===== config.mk =====
export PLATFORM = sky130hd
export DESIGN_NAME = bp_lce_out_arbiter
export DESIGN_NICKNAME = d
export VERILOG_FILES = /design/src/rtl/bp_lce_out_arbiter.sv
export SDC_FILE = /design/constraint.sdc
export NUM_CORES = 1
export LEC_CHECK = 0
export BUFFER_PORTS_ARGS = -buffer_cell sky130_fd_sc_hd__buf_2
export CAP_MARGIN = 25
export CORE_AREA = 2 2 152 154
export DETAILED_ROUTE_END_ITERATION = 10
export DIE_AREA = 0 0 154 156
export PLACE_DENSITY = 0.68
export SLEW_MARGIN = 20
export SYNTH_ARGS = -nofsm -noshare
export SYNTH_HDL_FRONTEND = slang
export SYNTH_SLANG_ARGS = --single-unit

===== constraint.sdc =====
create_clock -name clk_i -period 8.2 [get_ports clk_i]
set_input_delay 1.64 -clock clk_i [delete_from_list [all_inputs] [get_ports clk_i]]
set_output_delay 1.64 -clock clk_i [all_outputs]
set_load 0.01 [all_outputs]

===== src/rtl/bp_lce_out_arbiter.sv =====
// Round-robin arbiter that feeds one outbound LCE-to-CCE link from num_req_p sources
// through a one-entry output buffer, with a back-pressure stall indication.
module bp_lce_out_arbiter #(
  parameter int unsigned num_req_p     = 2,
  parameter int unsigned data_width_p  = 128,
  parameter int unsigned stall_limit_p = 8,
  localparam int unsigned lg_num_req_lp  = (num_req_p == 1) ? 1 : $clog2(num_req_p),
  localparam int unsigned stall_cnt_w_lp = (stall_limit_p + 1 == 1) ? 1 : $clog2(stall_limit_p + 1)
) (
  input  logic                              clk_i,
  input  logic                              reset_i,
  input  logic [num_req_p-1:0]              req_v_i,
  input  logic [num_req_p*data_width_p-1:0] req_data_i,
  output logic [num_req_p-1:0]              req_yumi_o,
  output logic [data_width_p-1:0]           link_data_o,
  output logic                              link_v_o,
  input  logic                              link_ready_i,
  output logic [lg_num_req_lp-1:0]          link_src_o,
  output logic                              stall_o
);

  typedef enum logic {e_empty, e_full} state_e;

  state_e                    state_q;
  logic [data_width_p-1:0]   data_q;
  logic [lg_num_req_lp-1:0]  src_q;
  logic [lg_num_req_lp-1:0]  last_q;
  logic [stall_cnt_w_lp-1:0] stall_cnt_q;

  logic                      can_load;
  logic                      any_v;
  logic                      grant;
  logic                      hi_found;
  logic                      lo_found;
  logic [lg_num_req_lp-1:0]  hi_idx;
  logic [lg_num_req_lp-1:0]  lo_idx;
  logic [lg_num_req_lp-1:0]  gnt;
  logic [data_width_p-1:0]   sel_data;

  assign any_v    = |req_v_i;
  assign can_load = (state_q == e_empty) | link_ready_i;
  assign grant    = can_load & any_v & ~reset_i;

  // Round-robin search split in two passes: the lowest requester above last_q wins,
  // otherwise the search wraps to the lowest requester overall.
  always_comb begin
    hi_found = 1'b0;
    lo_found = 1'b0;
    hi_idx   = '0;
    lo_idx   = '0;
    for (int unsigned i = 0; i < num_req_p; i++) begin
      if (req_v_i[i]) begin
        if (!lo_found) begin
          lo_idx   = lg_num_req_lp'(i);
          lo_found = 1'b1;
        end
        if (!hi_found && (lg_num_req_lp'(i) > last_q)) begin
          hi_idx   = lg_num_req_lp'(i);
          hi_found = 1'b1;
        end
      end
    end
    gnt = hi_found ? hi_idx : lo_idx;
  end

  always_comb begin
    sel_data   = '0;
    req_yumi_o = '0;
    for (int unsigned i = 0; i < num_req_p; i++) begin
      if (lg_num_req_lp'(i) == gnt) begin
        sel_data      = req_data_i[i*data_width_p +: data_width_p];
        req_yumi_o[i] = grant;
      end
    end
  end

  always_ff @(posedge clk_i or posedge reset_i) begin
    if (reset_i) begin
      state_q     <= e_empty;
      data_q      <= '0;
      src_q       <= '0;
      last_q      <= lg_num_req_lp'(num_req_p - 1);
      stall_cnt_q <= '0;
    end else begin
      if ((state_q == e_full) && !link_ready_i) begin
        if (stall_cnt_q != stall_cnt_w_lp'(stall_limit_p))
          stall_cnt_q <= stall_cnt_q + stall_cnt_w_lp'(1);
      end else begin
        stall_cnt_q <= '0;
      end

      if (grant) begin
        state_q <= e_full;
        data_q  <= sel_data;
        src_q   <= gnt;
        last_q  <= gnt;
      end else if (link_ready_i) begin
        state_q <= e_empty;
      end
    end
  end

  assign link_data_o = data_q;
  assign link_src_o  = src_q;
  assign link_v_o    = (state_q == e_full);
  assign stall_o     = (stall_cnt_q == stall_cnt_w_lp'(stall_limit_p));

endmodule


==> results of run 1 <==
[how the worst max path moves through the flow]
stage	from	endpoint	slack (ps)	cells after the start
detailed placement	reset_i	req_yumi_o[1]	2730	4
CTS	reset_i	req_yumi_o[1]	2700	4
floorplan	reset_i	req_yumi_o[1]	1120	4
finish	reset_i	req_yumi_o[1]	2800	4
global placement	reset_i	req_yumi_o[1]	2720	4
global route	reset_i	req_yumi_o[1]	2590	4
[state kept, by name, summed over array words and instances, names as in the netlist]
signal,flops
stall_cnt_q,4
last_q,1
link_v_o,1
link_src_o,1
link_data_o,128
[critical path: cells and delay by family]
kind	cells	cell delay [ps]
buffers and inverters	3	1160
and+or+nand+nor	1	920
[routing by layer]
| layer | vias up | global-route usage |
|---|---|---|
| met4 | 0 | 0.0743 |
| li1 | 3159 | - |
| met1 | 3361 | 0.258 |
| met3 | 43 | 0.0358 |
| met2 | 325 | 0.301 |
| met5 | - | 0 |
[stage by stage]
step / setup WS, ps / util / total power, uW
after floorplan: 1120 / - / 1190
after global placement: 2720 / 0.382 / 1450
after detailed placement: 2730 / 0.382 / 1460
after CTS: 2700 / 0.408 / 2240
after global routing: 2590 / 0.408 / 2330
final: 2800 / 0.408 / 2220
[cells in the final DEF, fill, tap and decap left out, drive strengths merged]
cell type	count
a221o	128
clkinvlp	4
nand3b	1
nand2	130
nor3	1
dfstp	1
nor4b	1
o211ai	1
xnor2	2
nor4	128
ha	2
nand3	1
clkbuf	19
and2b	2
xor2	1
clkinv	3
dfrtp	134
nor2	3
mux2i	1
nand2b	1
buf	401
a21o	2
bufinv	2
inv	8
and4	1
[layout make-up]
type | instances | area share
flip-flops and latches | 135 | 0.370
multi-input cells | 406 | 0.301
repair buffers | 401 | 0.223
clock buffers | 19 | 0.0485
well taps | 285 | 0.0391
clock inverters | 13 | 0.0158
inverters | 4 | 0.00219
[cells by family after synthesis]
| kind of cell | share of synthesized area |
|---|---|
| xor+xnor | 0.00400 |
| buf+inv | 0.0682 |
| compound gates | 0.199 |
| fa+ha+maj | 0.00381 |
| simple gates | 0.208 |
| mux | 0.00153 |
| flops | 0.515 |
[power by group through the flow]
stage,registers [uW],logic [uW],clock network [uW]
floorplan,943,251,0
global placement,889,564,0
detailed placement,886,576,0
CTS,879,576,786
global route,896,614,824
finish,880,568,767
==> impl_metrics.tcl, run 1 <==
set metrics [dict create \
    boundaryPins 394 \
    cts.clk_slew.worst_paths_ps 60 \
    synth.most_common_cell "dfrtp_1" \
    cp_cell_sequence "buf_4 > inv_6 > and4_4 > buf_2" \
    synthTopCellsByCount "134 x dfrtp_1, 130 x nand2_1, 128 x a221o_1, 128 x nor4_1, 50 x clkbuf_1" \
    die_w_um 154 \
    p_int_uw 1520 \
    fin_cells 1263 \
    nFillCells 2265 \
    power_density_nw_per_um2 243 \
    clkPwrFrac 0.346 \
    skew_ps 7.11 \
    tightest_slew_ps 862 \
    diodes 0 \
    status "complete, no violations" \
    netlist_instances 632 \
    worstHoldPathCells 1 \
    pwr-share-seq 0.397 \
    drt_iter0_markers 678 \
    clkLatencyLatePin_ps 410 \
    synthTopCellsByArea "dfrtp_1 51%, a221o_1 20%, nor4_1 12%" \
    hold_end "link_src_o" \
    grt_usage 0.190 \
    multi_input_area_um2 2750 \
    finalSetupViolations 0 \
    ys_ff_latch 135 \
    cts.hold.buffers_added 0 \
    die_area_um2 24000 \
    coreArea_um2 22400 \
    r2r_cells 4 \
    met2WireLength_um 11400 \
    worstHoldStart "link_src_o" \
    hold_violations 0 \
    r2r_slack_ps 5610 \
    crit_path_end_kind "primary output" \
    min_path_type "reg -> reg" \
    die_h_um 156 \
    routabilityCongestion 0.827 \
    peakVddDrop_uv 110 \
    cpMaxStageDelayCell "and4_4" \
    power_frac_comb 0.257 \
    root_buffer "clkbuf_16" \
    finalHoldWorstSlack_ps 480 \
    drt_first_pass_iters 5 \
    wl_met1_um 10100 \
    place.detailed.hpwl_um 15600 \
    grt_max_degree 75 \
    cts_sinks 135 \
    wire_per_inst_um 18.8 \
    startpoint_type "input pin" \
    numCtsBuffers 17 \
    grt_pass1_vias 6627 \
    drive_above_1_share 0.449 \
    vias 6888 \
    syn_area_per_cell_um2 10.4 \
    overflow 0 \
    post-route-min-period_ps 5400 \
    ctsResizeCount 0 \
    post-route-period-util 0.658 \
    crit_type "in -> out" \
    drc 0 \
    max_cap_violations 0 \
    seq_area_um2 3380 \
    cts.htree.levels 4 \
    yosys.area.top_type "dfrtp_1" \
    fp-row-count 55 \
    grt_first_pass_wirelength_um 36500 \
    design_area_um2 9130 \
    rsz0062_at_grt "false" \
    worst-path-max-fanout 74 \
    synth_edf_count 0 \
    max-clock-path-buffers 2 \
    worst_r2r_endpoint "link_data_o[110]" \
    synth-seq-area-share 0.515 \
    slew_headroom 0.425 \
    fmax_ghz 0.185 \
    yosys_warnings 0 \
    wl_met3_um 1480 \
    ys_async_sr_fraction 1.00 \
    post_cts_buffers 0 \
    syn2layout_area_growth_pct 39.0 \
    via_per_inst 5.45 \
    r2r_start "last_q" \
    switching_share 0.314 \
    synth_cell_types 24 \
    antenna_found_initial 0 \
    crit_arrival_ps 3760 \
    syn-cell-area_um2 6560 \
    top_layer_used "met4" \
    ant_nets 0 \
    slowest_delay_ps 920 \
    synth_top_area_frac 0.511 \
    placed_area_um2 8540 \
    power.switching_uw 696 \
    post-place-cells 1231 \
    portBuffers 393 \
    cts_tree "built" \
    synth_fp_nets 895 \
    required_ps 6560 \
    start_util 0.293 \
    ys.flop_type "dfrtp_1" \
    nets 1228 \
    tns_ps 0 \
    routed_wl_um 23700 \
    final_max_slew_viol_count 0 \
    power_leakage_uw 0.00451 \
]
No activity file was read; power rests on OpenSTA's default activity.
==> run 2, diff against run 1 <==
==> constraint.sdc (replaced) <==
create_clock -name clk_i -period 5.38 [get_ports clk_i]
set_input_delay 1.076 -clock clk_i [delete_from_list [all_inputs] [get_ports clk_i]]
set_output_delay 1.076 -clock clk_i [all_outputs]
set_load 0.01 [all_outputs]
==> run 2 against run 1 <==
Clock power rose by 66%. Register-to-register slack got worse by 2700 ps. Largest cell class unchanged. Largest power group unchanged. Wire length fell by 0.56%.
==> impl_metrics.tcl, run 2 (synthesis results as in run 1) <==
set metrics [dict create \
    drc 0 \
    timing.final.ws_setup_ps 1740 \
    skew_ps 10.6 \
    ctsResizeCount 0 \
    overflow 0 \
    crit_type "in -> out" \
    finalSetupViolations 0 \
    required_ps 4300 \
    layout_commonest_cell "buf_2" \
    vias 6870 \
    slew_headroom 0.455 \
    boundaryPins 394 \
    cts.htree.levels 4 \
    ant_nets 0 \
    cts.clk_slew.worst_paths_ps 60 \
    final_util 0.411 \
    syn2layout_area_growth_pct 40.1 \
    post-route-period-util 0.677 \
    drt_first_pass_iters 7 \
    numCtsBuffers 17 \
    antenna_found_initial 1 \
    crit_arrival_ps 2570 \
    max_cap_violations 0 \
    tightest_slew_ps 817 \
    power_density_nw_per_um2 378 \
    cp_cell_sequence "buf_4 > nand2_1 > and4_4 > buf_2" \
    cts_sinks 135 \
    clkLatencyLatePin_ps 410 \
    p_int_uw 2440 \
    layout_common_cells "391 x buf_2, 134 x dfrtp_1, 130 x nand2_1, 128 x nor4_1, 128 x a221o_1" \
    worst-path-max-fanout 69 \
    portBuffers 393 \
    critPathTopFamily "simple AND/OR/NAND/NOR gates" \
    nets 1230 \
    hold_violations 0 \
    grt_usage 0.190 \
    path_buf_inv 2 \
    start_util 0.293 \
    nFillCells 2218 \
    wire_per_inst_um 18.6 \
    pwr-share-seq 0.386 \
    slowest_delay_ps 740 \
    die_w_um 154 \
    status "complete, no violations" \
    grt_pass1_vias 6694 \
    startpoint_type "input pin" \
    largest_register_ffs 128 \
    rsz0062_at_grt "false" \
    post_cts_buffers 0 \
    grt_max_degree 137 \
    tns_ps 0 \
    power_frac_comb 0.249 \
    routabilityCongestion 0.828 \
    die_area_um2 24000 \
    via_per_inst 5.44 \
    grt_first_pass_wirelength_um 36700 \
    coreArea_um2 22400 \
    routed_wl_um 23500 \
    power_leakage_uw 0.00455 \
    switching_share 0.299 \
    drive_above_1_share 0.449 \
    place.detailed.hpwl_um 15600 \
    root_buffer "clkbuf_16" \
    pre_cts_ws_ps 1670 \
    finalHoldWorstSlack_ps 477 \
    fmax_ghz 0.274 \
    die_h_um 156 \
    drt_iter0_markers 563 \
    power.switching_uw 1040 \
    peakVddDrop_uv 155 \
    max-clock-path-buffers 2 \
    min_path_type "reg -> reg" \
    cpMaxStageDelayCell "and4_4" \
    post-route-min-period_ps 3640 \
    fp-row-count 55 \
    cts_tree "built" \
    crit_path_end_kind "primary output" \
    final_max_slew_viol_count 0 \
    cts.hold.buffers_added 0 \
    clkPwrFrac 0.365 \
]
-- run 2: cell types whose count changed in the layout (fill, tap and decap cells not counted), sizes merged --
| cell | previous run | this run |
|---|---|---|
| buf | 401 | 403 |
| bufinv | 2 | 5 |
| clkbuf | 19 | 18 |
| clkinv | 3 | 5 |
| clkinvlp | 4 | 2 |
| diode | 0 | 1 |
| inv | 8 | 4 |
-- run 2: path summary, 6_finish.rpt --
kind                            start  cells after the start              end  slack [ps]
max reg2reg                  link_v_o                      4  link_data_o[21]        2880
max in group asynchronous     reset_i                      3  link_data_o[70]        3910
min                        link_src_o                      1       link_src_o         480
min in group asynchronous     reset_i                      3  link_data_o[27]         920
max                        req_v_i[0]                      4    req_yumi_o[1]        1740
min reg2reg                link_src_o                      1       link_src_o         480
-- run 2: per-layer routing --
layer / GRT usage / vias up / share of wire
met5: 0 / - / 0
met4: 0.0748 / 0 / 0.029
met3: 0.0428 / 48 / 0.079
met2: 0.300 / 387 / 0.49
met1: 0.253 / 3251 / 0.41
li1: - / 3184 / -
-- run 2: cell type report --
cell class                      count  area, um2  share of cell area
Antenna cell                        1       2.50            0.000272
Clock buffer                       18        429              0.0467
Clock inverter                     12        203              0.0220
Inverter                            4       18.8             0.00204
Multi-Input combinational cell    406       2750               0.299
Sequential cell                   135       3380               0.367
Tap cell                          285        357              0.0388
Timing Repair Buffer              403       2060               0.224
-- run 2: through the flow --
| step | cell area (um2) | instances | power, uW |
|---|---|---|---|
| 5_1_grt | 9200 | 1263 | 3660 |
| 4_1_cts | 9200 | 1263 | 3520 |
| 6_report | 9200 | 1264 | 3480 |
| 2_1_floorplan | 6570 | 632 | 1820 |
| 3_3_place_gp | 8560 | 1233 | 2220 |
| 3_5_place_dp | 8560 | 1233 | 2230 |
-- run 2: power groups by stage --
| stage | Sequential [uW] | Combinational [uW] | Clock (uW) |
|---|---|---|---|
| 2_1_floorplan | 1440 | 383 | 0 |
| 3_3_place_gp | 1350 | 862 | 0 |
| 3_5_place_dp | 1350 | 875 | 0 |
| 4_1_cts | 1340 | 873 | 1310 |
| 5_1_grt | 1370 | 939 | 1350 |
| 6_report | 1340 | 865 | 1270 |
==> run 3, diff against run 2 <==
--- a/config.mk
+++ b/config.mk
@@ -5,12 +5,13 @@
 export SDC_FILE = /design/constraint.sdc
 export NUM_CORES = 1
 export LEC_CHECK = 0
+export ABC_AREA = 1
 export BUFFER_PORTS_ARGS = -buffer_cell sky130_fd_sc_hd__buf_2
 export CAP_MARGIN = 25
 export CORE_AREA = 2 2 152 154
 export DETAILED_ROUTE_END_ITERATION = 10
 export DIE_AREA = 0 0 154 156
-export PLACE_DENSITY = 0.68
+export PLACE_DENSITY = 0.7
 export SLEW_MARGIN = 20
 export SYNTH_ARGS = -nofsm -noshare
 export SYNTH_HDL_FRONTEND = slang
==> constraint.sdc (replaced) <==
create_clock -name clk_i -period 3.4 [get_ports clk_i]
set_input_delay 0.68 -clock clk_i [delete_from_list [all_inputs] [get_ports clk_i]]
set_output_delay 0.68 -clock clk_i [all_outputs]
set_load 0.01 [all_outputs]
==> run 3 against run 2 <==
Combinational power is 61% higher. Critical path type unchanged. Clock-buffer cell count is 4 higher. Synthesized cell count is 61% higher. Worst hold slack worse by 210 ps. Clock skew hardly changed. Critical path depth is 1 higher.
==> impl_metrics.tcl, run 3 <==
set metrics [dict create \
    diodes 0 \
    grt_pass1_vias 6737 \
    nets 1628 \
    drt_first_pass_iters 5 \
    root_buffer "clkbuf_16" \
    finalSetupViolations 0 \
    ant_nets 0 \
    drt_iter0_markers 494 \
    peakVddDrop_uv 292 \
    synthTopCellsByCount "656 x nand2_1, 134 x dfrtp_1, 130 x nand3_1" \
    syn_area_per_cell_um2 6.90 \
    routed_wl_um 22300 \
    slew_headroom 0.476 \
    synth_fp_nets 1278 \
    drive_above_1_share 0.319 \
    clkLatencyLatePin_ps 410 \
    boundaryPins 394 \
    crit_arrival_ps 1610 \
    post-route-min-period_ps 2290 \
    slowest_delay_ps 310 \
    layout_common_cells "654 x nand2_1, 392 x buf_2, 134 x dfrtp_1, 130 x nand3_1, 17 x clkbuf_16" \
    finalHoldWorstSlack_ps 270 \
    path_depth 5 \
    required_ps 2720 \
    r2r_start "link_v_o" \
    post_cts_buffers 0 \
    drc 0 \
    rsz0062_at_grt "false" \
    startpoint_type "input pin" \
    synth_top_area_frac 0.479 \
    cts.hold.buffers_added 0 \
    overflow 0 \
    synth_cell_types 15 \
    cp_cell_sequence "buf_2 > clkinvlp_4 > nand2_1 > nor2_1 > buf_2" \
    ys_async_sr_fraction 1.00 \
    wire_per_inst_um 13.4 \
    coreArea_um2 22400 \
    critPathTopFamily "buffers and inverters" \
    fmax_ghz 0.437 \
    status "complete, no violations" \
    start_util 0.313 \
    fp-row-count 55 \
    power_density_nw_per_um2 553 \
    die_h_um 156 \
    synthTopCellsByArea "dfrtp_1 48%, nand2_1 35%, nand3_1 9.3%" \
    tns_ps 0 \
    ys.flop_type "dfrtp_1" \
    hold_violations 0 \
    crit_path_end_kind "primary output" \
    portBuffers 393 \
    path_buf_inv 3 \
    die_area_um2 24000 \
    layout_commonest_cell "nand2_1" \
    min_path_type "in -> async" \
    routabilityCongestion 0.905 \
    tightest_slew_ps 785 \
    final_util 0.435 \
    r2r_cells 6 \
    yosys.area.top_type "dfrtp_1" \
    r2r_slack_ps 1560 \
    crit_path_start "reset_i" \
    max_cap_violations 0 \
    power_leakage_uw 0.00600 \
    final_max_slew_viol_count 0 \
    grt_max_degree 132 \
    cts.htree.levels 4 \
    synth-seq-area-share 0.482 \
    netlist_instances 1015 \
    syn-cell-area_um2 7010 \
    cpMaxStageDelayCell "clkinvlp_4" \
    numCtsBuffers 17 \
    cts.clk_slew.worst_paths_ps 60 \
    crit_top_cell "buf_2" \
    syn2layout_area_growth_pct 38.8 \
    ctsResizeCount 0 \
    via_per_inst 4.55 \
    die_w_um 154 \
    synth_edf_count 0 \
    largest_register_ffs 128 \
    worst-path-max-fanout 14 \
    ys_ff_latch 135 \
    yosys_warnings 0 \
    vias 7561 \
    grt_usage 0.178 \
    place.detailed.hpwl_um 15600 \
    crit_type "in -> out" \
    antenna_found_initial 0 \
    skew_ps 10.3 \
    cts_sinks 135 \
    grt_first_pass_wirelength_um 34300 \
    synth.most_common_cell "nand2_1" \
    post-route-period-util 0.673 \
    max-clock-path-buffers 2 \
    cts_tree "built" \
]
==> run 3: final cells by class <==
| type | instances | area, um2 |
|---|---|---|
| clock buffer | 22 | 474 |
| sequential | 135 | 3380 |
| tap | 285 | 357 |
| multi-input combinational | 802 | 3250 |
| fill | 2353 | 12600 |
| inverter | 8 | 33.8 |
| clock inverter | 10 | 143 |
| timing repair buffer | 401 | 2090 |
==> run 3: where the power goes <==
group / leakage, uW / switching [uW] / internal, uW
combinational: 0.00401 / 842 / 548
sequential: 0.00169 / 164 / 1900
clock: 0.000301 / 701 / 1220
==> run 3: worst paths after layout <==
kind / end
max in group asynchronous: link_data_o[72]
min in group clk_i: link_data_o[26]
setup reg to reg: link_data_o[66]
hold / removal: link_data_o[8]
hold reg to reg: link_data_o[26]
setup / recovery: req_yumi_o[1]
==> run 3: cell families after synthesis <==
logic type / count (synthesis) / synth area share
flip-flops: 135 / 0.482
XOR/XNOR: 1 / 0.00125
adder cells (fa/ha/maj): 2 / 0.00357
AND/OR/NAND/NOR: 799 / 0.453
buffers and inverters: 78 / 0.0595
==> run 3: metrics by stage <==
step                      cell area [um2]  total power (uW)  cells  worst slack (ps)
after floorplan                      7050              2860   1015              -544
after global placement               9110              3470   1631               729
after detailed placement             9110              3490   1631               685
after CTS                            9730              5440   1663              1040
after global routing                 9730              5690   1663               891
final                                9730              5380   1663              1110
==> run 3: worst register-to-register path, stage by stage, from the launching register on <==
cell and delay (ps):
dfrtp_1 400, nand2_2 150, nand2_1 120, nor2_4 440, buf_4 460, nand2_1 130
nand2_1 70
==> run 3: layer usage <==
layer  part of all wire  global-route usage  vias up
met3              0.056              0.0367       18
met4              0.013              0.0503        0
met1               0.43               0.225     3428
met2               0.50               0.307      288
met5                  0                   0        -
li1                   -                   -     3827
